[src/rtl/adat_frame_scheduler.sv]
`timescale 1ns/1ps
// Frame sequencer for the ADAT transmit generator: paces frames at the sample
// rate, snapshots a per-channel shadow bank at launch and tracks under/overruns.
module adat_frame_scheduler #(
  parameter int CLK_FREQ    = 100_000_000,
  parameter int SAMPLE_RATE = 48000
) (
  input  logic        clk,
  input  logic        rst,
  input  logic        enable,
  input  logic        s_valid,
  output logic        s_ready,
  input  logic [2:0]  s_channel,
  input  logic [23:0] s_data,
  input  logic [3:0]  user_in,
  output logic [23:0] gen_audio [0:7],
  output logic [3:0]  gen_user,
  output logic        gen_start,
  input  logic        gen_frame_done,
  output logic        busy,
  output logic [7:0]  stale_mask,
  output logic [15:0] underrun_count,
  output logic [15:0] overrun_count
);

  // Must be at least 4 so a tick can never coincide with the LAUNCH cycle.
  localparam int FRAME_CLOCKS = CLK_FREQ / SAMPLE_RATE;
  localparam int CNT_W        = $clog2(FRAME_CLOCKS);
  localparam logic [CNT_W-1:0] CNT_LAST = CNT_W'(FRAME_CLOCKS - 1);

  typedef enum logic [1:0] {
    IDLE,
    LAUNCH,
    WAIT_DONE
  } state_t;

  state_t           state, state_nx;
  logic             run_q;
  logic [CNT_W-1:0] cnt;
  logic             tick;
  logic             wr_en;
  logic             transfer;
  logic             overrun_inc;
  logic [23:0]      shadow [0:7];
  logic [7:0]       fresh, fresh_nx;

  assign s_ready   = enable && !rst;
  assign wr_en     = s_valid && s_ready;
  assign tick      = enable && (cnt == CNT_LAST);
  assign gen_start = (state == LAUNCH);
  assign busy      = (state != IDLE);

  // The first enabled edge only arms the counter, so the first tick after
  // enable (or reset release) follows a full frame period from a zero count.
  // NOTE: sequential state uses non-blocking assignments so every register
  // samples pre-edge values and the edge order of blocks does not matter.
  always_ff @(posedge clk or posedge rst) begin
    if (rst) begin
      run_q <= 1'b0;
      cnt   <= '0;
    end else begin
      run_q <= enable;
      if (!enable || !run_q) begin
        cnt <= '0;
      end else if (cnt == CNT_LAST) begin
        cnt <= '0;
      end else begin
        cnt <= cnt + CNT_W'(1);
      end
    end
  end

  always_ff @(posedge clk or posedge rst) begin
    if (rst) begin
      state <= IDLE;
    end else begin
      state <= state_nx;
    end
  end

  // NOTE: every always_comb output gets a default first; a path that skips
  // an assignment would otherwise infer a latch.
  always_comb begin
    state_nx    = state;
    transfer    = 1'b0;
    overrun_inc = 1'b0;
    unique case (state)
      IDLE: begin
        if (tick) begin
          state_nx = LAUNCH;
          transfer = 1'b1;
        end
      end
      LAUNCH: begin
        state_nx = WAIT_DONE;
      end
      WAIT_DONE: begin
        if (gen_frame_done && tick) begin
          state_nx = LAUNCH;
          transfer = 1'b1;
        end else if (gen_frame_done) begin
          state_nx = IDLE;
        end else if (tick) begin
          overrun_inc = 1'b1;
        end
      end
      default: begin
        state_nx = IDLE;
      end
    endcase
  end

  // A write on the transfer edge misses this snapshot but stays fresh for the next.
  always_comb begin
    fresh_nx = transfer ? 8'h00 : fresh;
    if (wr_en) begin
      fresh_nx[s_channel] = 1'b1;
    end
  end

  // NOTE: the shadow bank is reset because unwritten channels are transmitted
  // as-is; without a reset the first frames would carry undefined samples.
  always_ff @(posedge clk or posedge rst) begin
    if (rst) begin
      for (int i = 0; i < 8; i++) begin
        shadow[i] <= '0;
      end
      fresh <= '0;
    end else begin
      if (wr_en) begin
        shadow[s_channel] <= s_data;
      end
      fresh <= fresh_nx;
    end
  end

  always_ff @(posedge clk or posedge rst) begin
    if (rst) begin
      for (int i = 0; i < 8; i++) begin
        gen_audio[i] <= '0;
      end
      gen_user       <= '0;
      stale_mask     <= '0;
      underrun_count <= '0;
    end else if (transfer) begin
      for (int i = 0; i < 8; i++) begin
        gen_audio[i] <= shadow[i];
      end
      gen_user   <= user_in;
      stale_mask <= ~fresh;
      if (fresh != 8'hFF && underrun_count != 16'hFFFF) begin
        underrun_count <= underrun_count + 16'd1;
      end
    end
  end

  always_ff @(posedge clk or posedge rst) begin
    if (rst) begin
      overrun_count <= '0;
    end else if (overrun_inc && overrun_count != 16'hFFFF) begin
      overrun_count <= overrun_count + 16'd1;
    end
  end

endmodule

[config.mk]
export PLATFORM = sky130hd
export DESIGN_NAME = adat_frame_scheduler
export DESIGN_NICKNAME = d
export VERILOG_FILES = /design/src/rtl/adat_frame_scheduler.sv
export SDC_FILE = /design/constraint.sdc
export NUM_CORES = 1
export LEC_CHECK = 0
export BUFFER_PORTS_ARGS = -buffer_cell sky130_fd_sc_hd__buf_2
export CAP_MARGIN = 5
export CORE_MARGIN = 1
export CORE_UTILIZATION = 55
export CTS_BUF_LIST = sky130_fd_sc_hd__clkbuf_4 sky130_fd_sc_hd__clkbuf_8 sky130_fd_sc_hd__clkbuf_16
export CTS_CLUSTER_SIZE = 30
export DETAILED_ROUTE_END_ITERATION = 6
export PLACE_DENSITY = 0.78
export SYNTH_ARGS = -nofsm -noshare
export SYNTH_HDL_FRONTEND = slang
export SYNTH_SLANG_ARGS = --single-unit
[constraint.sdc]
create_clock -name clk -period 17.8 [get_ports clk]
set_input_delay 0.89 -clock clk [delete_from_list [all_inputs] [get_ports clk]]
set_output_delay 0.89 -clock clk [all_outputs]
set_load 0.01 [all_outputs]
* Word-level counts from Yosys, hierarchy flattened *
Index checks and enable logic that the tools add are counted.

storage, ports and cells
  flip-flop bits (word level) = 451
  bits of input ports = 36
  output and inout bits = 239
  word-level logic and storage cells = 77

operators by class
  add/subtract/negate cells = 3
  order comparisons = 4
  equal/unequal tests = 8
  muxes and demuxes = 19
  bitwise logic cells = 3
  reduce and logical (&&, ||, !) cells = 16

operator list
  cell                                                                   count
  192-bit bitwise mux                                                    1
  24-bit demux with 3-bit select                                         1
  16-bit by 1-bit adder with 16-bit output, second input constant        2
  16-bit inequality test, second input constant                          2
  12-bit 2-to-1 mux                                                      2
  24-bit 2-to-1 mux                                                      1
  8-bit 2-to-1 mux                                                       2
  12-bit by 1-bit adder with 12-bit output, second input constant        1
  12-bit equality test, second input constant                            1
  1-bit logical AND                                                      8
  8-bit inequality test, second input constant                           1
  8-bit NOT                                                              1
  8-bit OR                                                               1
  1-bit 2-to-1 mux                                                       6
  2-bit 2-to-1 mux                                                       3
  2-bit case mux with 3 select lines                                     1
  4-bit >= comparator, second input constant                             1
  3-bit by 4-bit < comparator with 1-bit output, second input constant   1
  4-bit by 1-bit < comparator with 1-bit output, second input constant   1
  3-bit NOT with 4-bit output                                            1
  2-bit AND reduction                                                    2
  1-bit demux with 3-bit select                                          1
  3-bit by 1-bit >= comparator with 1-bit output, second input constant  1
  1-bit logical NOT                                                      3
  other kinds (8)                                                        8

* Depth between registers and ports, before layout *
  depth after elaboration = 8
  depth in mapped cells = 9
  depth with buffers taken out = 7

* Least setup slack after synthesis *
No wires, ideal clock.

  kind = input port to flip-flop
  from = input enable
  to = register shadow[105] (netlist bit)
  setup time = 125 ps
  arrival time = 2397 ps
  data required time = 17675 ps
  setup slack = 15278 ps
  cell stages on the path = 5
  buffers on the path = 1
  path through = nor2b_1 > nand3_1 > nor3b_2 > buf_2 > mux2_2

on the way
  word-level cells in the longest chain between the ends = 2

ends and longest elaborated chain
  item                            RTL line  text
  start: declaration              10        input logic enable,
  1-bit logical AND               47        assign s_ready = enable && !rst;
  1-bit logical AND               48        assign wr_en = s_valid && s_ready;
  end signal: indexed assignment  131       shadow[s_channel] <= s_data;
  end: declaration                44        logic [23:0] shadow [0:7];

No other way between the ends.
A chain may end at the register's enable or synchronous reset.

* Worst setup path in the final report *
  from = register cnt[0]
  to = register gen_audio[4] (netlist bit)

on the way
  word-level cells in the longest chain between the ends = 5
  elaborated cells between the ends (all ways) = 6
  classes of those cells = eq/ne: 1; mux: 3; reduce/logical: 2

ends and longest elaborated chain
  item                                  RTL line  text
  start: declaration                    39        logic [CNT_W-1:0] cnt;
  start signal: assignment              68        cnt <= cnt + CNT_W'(1);
  12-bit equality test *                49        assign tick = enable && (cnt == CNT_LAST);
  1-bit logical AND *                   49
  1-bit logical AND                     98        if (gen_frame_done && tick) begin
  1-bit 2-to-1 mux                      98
  1-bit case mux with 2 select lines *  87        unique case (state)
  end signal: indexed assignment        147       gen_audio[i] <= shadow[i];
  end: declaration                      16        output logic [23:0] gen_audio [0:7],

Mark *: on every way between the ends. The rest lies on a longest branch, timed or not.

==> results.md <==
* Status: complete, but fails checks
* Failing checks: design-rule violations
* H-tree depth at 2
* Layout cells sized above 1 at 31.9%
* Hold WC Path Type: reg -> reg
* CTS tree: yes
* Worst-Margin Slew at 1120 ps
* Cells after DPL at approximately 2100
* Critical path arrival at approximately 4000 ps
* Max_cap viols at 0
* Final Slew Violations at 0
* Drt drc at 44
* DRT Pass-1 Iters at 7
* Die H at approximately 180 um
* Fin crit share at between 20% and 30%
* Port bufs at around 270
* Vias in the first global route at 11800
* Pin count of the biggest net entering global routing at 213
* Drt total wl at around 40000 um
* Area delta synth->final at 19.4%
* Syn_nets at about 1500
* Seq/Total Area, Yosys at approximately two thirds
* Reg2reg start: cnt[0]
* Max VDD drop at just over 0.07 mV
* Design Power at 2.28 mW
* Rows at 64
* Synth async-reset ratio at 100%
* Initial antenna violation count at 0
* Max Clock Skew at 16.6 ps
* Final core utilization at about two thirds
* Setup Fix Bufs, Post-CTS at 0
* First-pass GRT wire length at between 60000 and 70000 um
* Worst-path cell chain: inv_1 -> ha_1 -> nor4b_4 -> nand3_2 -> nor2_4 -> buf_4 -> buf_4 -> nand2_1 -> nand2_1
* Via count at around 12000
* Clock tree buffer depth at 3
* Sink Count at between 400 and 500
* Startpoint Class: flip-flop
* Hold EP: gen_user[2]
* EDFF count, synth at 0
* RePlAce Congestion at 0.841
* Crit path required time at ~18000 ps
* Final non-filler cell total at 2200
* R2R Path End: gen_audio[4]
* Post-synthesis register bit count at 451
* Mapped Avg Cell Area at ~11 sq um
* HP Start: gen_user[2]
* Skew-Pair Late Insertion Delay at roughly 540 ps
* Post-CTS resize count at 0
* CP max-delay cell: buf_4
* DIE WIDTH at between 150 and 200 um
* Critical Path Sink Type: flip-flop
* Syn Inst Count at around 1500
* Pwr/cell area at ~110 nW/um^2
* HPWL Detailed at 24200 um
* Drt wl/cell at 18.1 um
* Post-Syn Area at 17300 sq um
* Reg-to-reg slack, setup at 14240 ps
* WS Path Type: reg -> reg
* Total Routing Usage GR at roughly 25%
* Setup-failing EPs final at 0
* CP Max Fanout at 99
* P_leak at 11.4 nW
* TritonCTS buffer count at 45
* Root buffer cell: clkbuf_16
* Reg2reg path depth at 9
* RSZ-0062 raised after global routing: false
* Number of primary I/O pins at around 280
* Antenna violation net count after detailed routing at 0
* Unique masters post-synth at 34
* N_diodes at 0
* Hold Path Cell Cnt at 2
* Worst-path clk slew at roughly 60 ps
* Via density at 5.30
* Final TNS setup at 0 ps
* Primary FF master, synth: dfrtp_1
* Final nets at 1811
* Crit path time final at 3560 ps
* Slew HR at between 20% and 30%
* Overflow after GRT at 0
* Starting Density at roughly 56%
* Cts hold-fix bufs at 0
* Crit path largest cell delay at 940 ps
* Initial detailed-routing violation count at 814
* Final Hold Fails at 0
* Synth warn at 0
* Area of the core at 30700 sq um
* Die Area at 32100 sq um
* Final Hold Slack at approximately 460 ps
* Peak Freq at 281 MHz
-- layer usage --
layer | vias up | track usage [%] | wire (um)
met1 | 5858 | 33.3 | 16900
li1 | 5392 | - | -
met2 | 338 | 40.6 | 19000
met3 | 80 | 6.21 | 2820
met5 | - | 0 | 0
met4 | 0 | 8.12 | 1040
-- cell usage in the layout (no fill, tap or decap), drive strengths merged, types with 3 or more instances in the layout --
| cell | synthesis | routed |
|---|---|---|
| nor4 | 5 | 5 |
| xor2 | 8 | 8 |
| mux2 | 195 | 195 |
| nor3 | 4 | 4 |
| bufinv | 0 | 4 |
| nand3 | 19 | 19 |
| nor2 | 26 | 26 |
| inv | 6 | 7 |
| nor2b | 3 | 3 |
| xnor2 | 30 | 30 |
| and3 | 8 | 8 |
| o21ai | 9 | 9 |
| a21o | 4 | 4 |
| clkinv | 0 | 9 |
| clkbuf | 38 | 65 |
| nand2 | 622 | 622 |
| and4 | 3 | 3 |
| nand4 | 21 | 21 |
| ha | 4 | 4 |
| nor3b | 3 | 3 |
| dfrtp | 451 | 451 |
| buf | 26 | 287 |
-- cells by family after synthesis --
group	Yosys count	share of synthesized area, %
AND/OR/NAND/NOR	725	17.2
flip-flops	451	65.4
multiplexers	195	12.7
buffers and inverters	70	1.71
XOR/XNOR	38	1.93
AO/OA/AOI/OAI	18	0.769
adder cells (fa/ha/maj)	4	0.290
-- stage by stage --
stage                     area (sq um)  setup WS (ps)
after global routing             20600          14020
after floorplan                  17300           4340
final                            20600          14240
after global placement           19000          14150
after CTS                        20600          14310
after detailed placement         19000          14030
-- flip-flops by register name, indices dropped and copies added, names as in the netlist --
register,flops
underrun_count,16
run_q,1
fresh,8
cnt,12
shadow,192
gen_user,4
overrun_count,16
stale_mask,8
gen_audio,192
state,2
-- synthesized netlist by cell type, types with 2 or more instances --
| cell | number | area share [%] |
|---|---|---|
| a21o_1 | 4 | 0.17 |
| and2_1 | 2 | 0.073 |
| and3_1 | 8 | 0.29 |
| and4_1 | 3 | 0.15 |
| buf_2 | 26 | 0.75 |
| clkbuf_1 | 38 | 0.83 |
| dfrtp_1 | 451 | 65 |
| ha_1 | 4 | 0.29 |
| inv_1 | 6 | 0.13 |
| mux2_2 | 194 | 13 |
| nand2_1 | 622 | 14 |
| nand2b_1 | 2 | 0.073 |
| nand3_1 | 18 | 0.52 |
| nand3b_1 | 2 | 0.087 |
| nand4_1 | 21 | 0.76 |
| nor2_1 | 26 | 0.57 |
| nor2b_1 | 3 | 0.11 |
| nor3_1 | 3 | 0.087 |
| nor3b_2 | 3 | 0.22 |
| nor4_1 | 5 | 0.18 |
| nor4b_4 | 2 | 0.28 |
| o21ai_0 | 9 | 0.26 |
| or2_2 | 2 | 0.073 |
| xnor2_1 | 30 | 1.5 |
| xor2_1 | 8 | 0.41 |
-- worst max-delay path: cells and delay by family (launching register included) --
family                   cells  cell delay (ps)
buffers and inverters        3             1810
AND/OR/NAND/NOR              5              900
flip-flops                   1              410
adder cells (fa/ha/maj)      1              160
-- power by group --
group | internal, mW | total, mW | switching, mW
sequential | 1.12 | 1.16 | 0.0484
combinational | 0.0718 | 0.130 | 0.0583
clock | 0.602 | 0.990 | 0.388
-- worst max-delay path by stage --
stage	start	to	slack, ps	cells after the start
6_report	cnt[0]	gen_audio[4]	14240	9
5_1_grt	cnt[0]	gen_audio[80]	14020	9
4_1_cts	cnt[0]	gen_audio[4]	14310	9
3_5_place_dp	enable	gen_audio[16]	14030	8
3_3_place_gp	gen_frame_done	gen_audio[97]	14150	8
2_1_floorplan	rst	cnt[0]	4340	1
-- layout make-up --
cell class	instances	area [sq um]
timing repair buffer	287	1490
clock buffer	65	1400
clock inverter	15	181
inverter	6	30.0
sequential	451	11300
tap	396	495
multi-input combinational	980	5710
fill	2309	10200
Power figures use the tool's default switching activity.
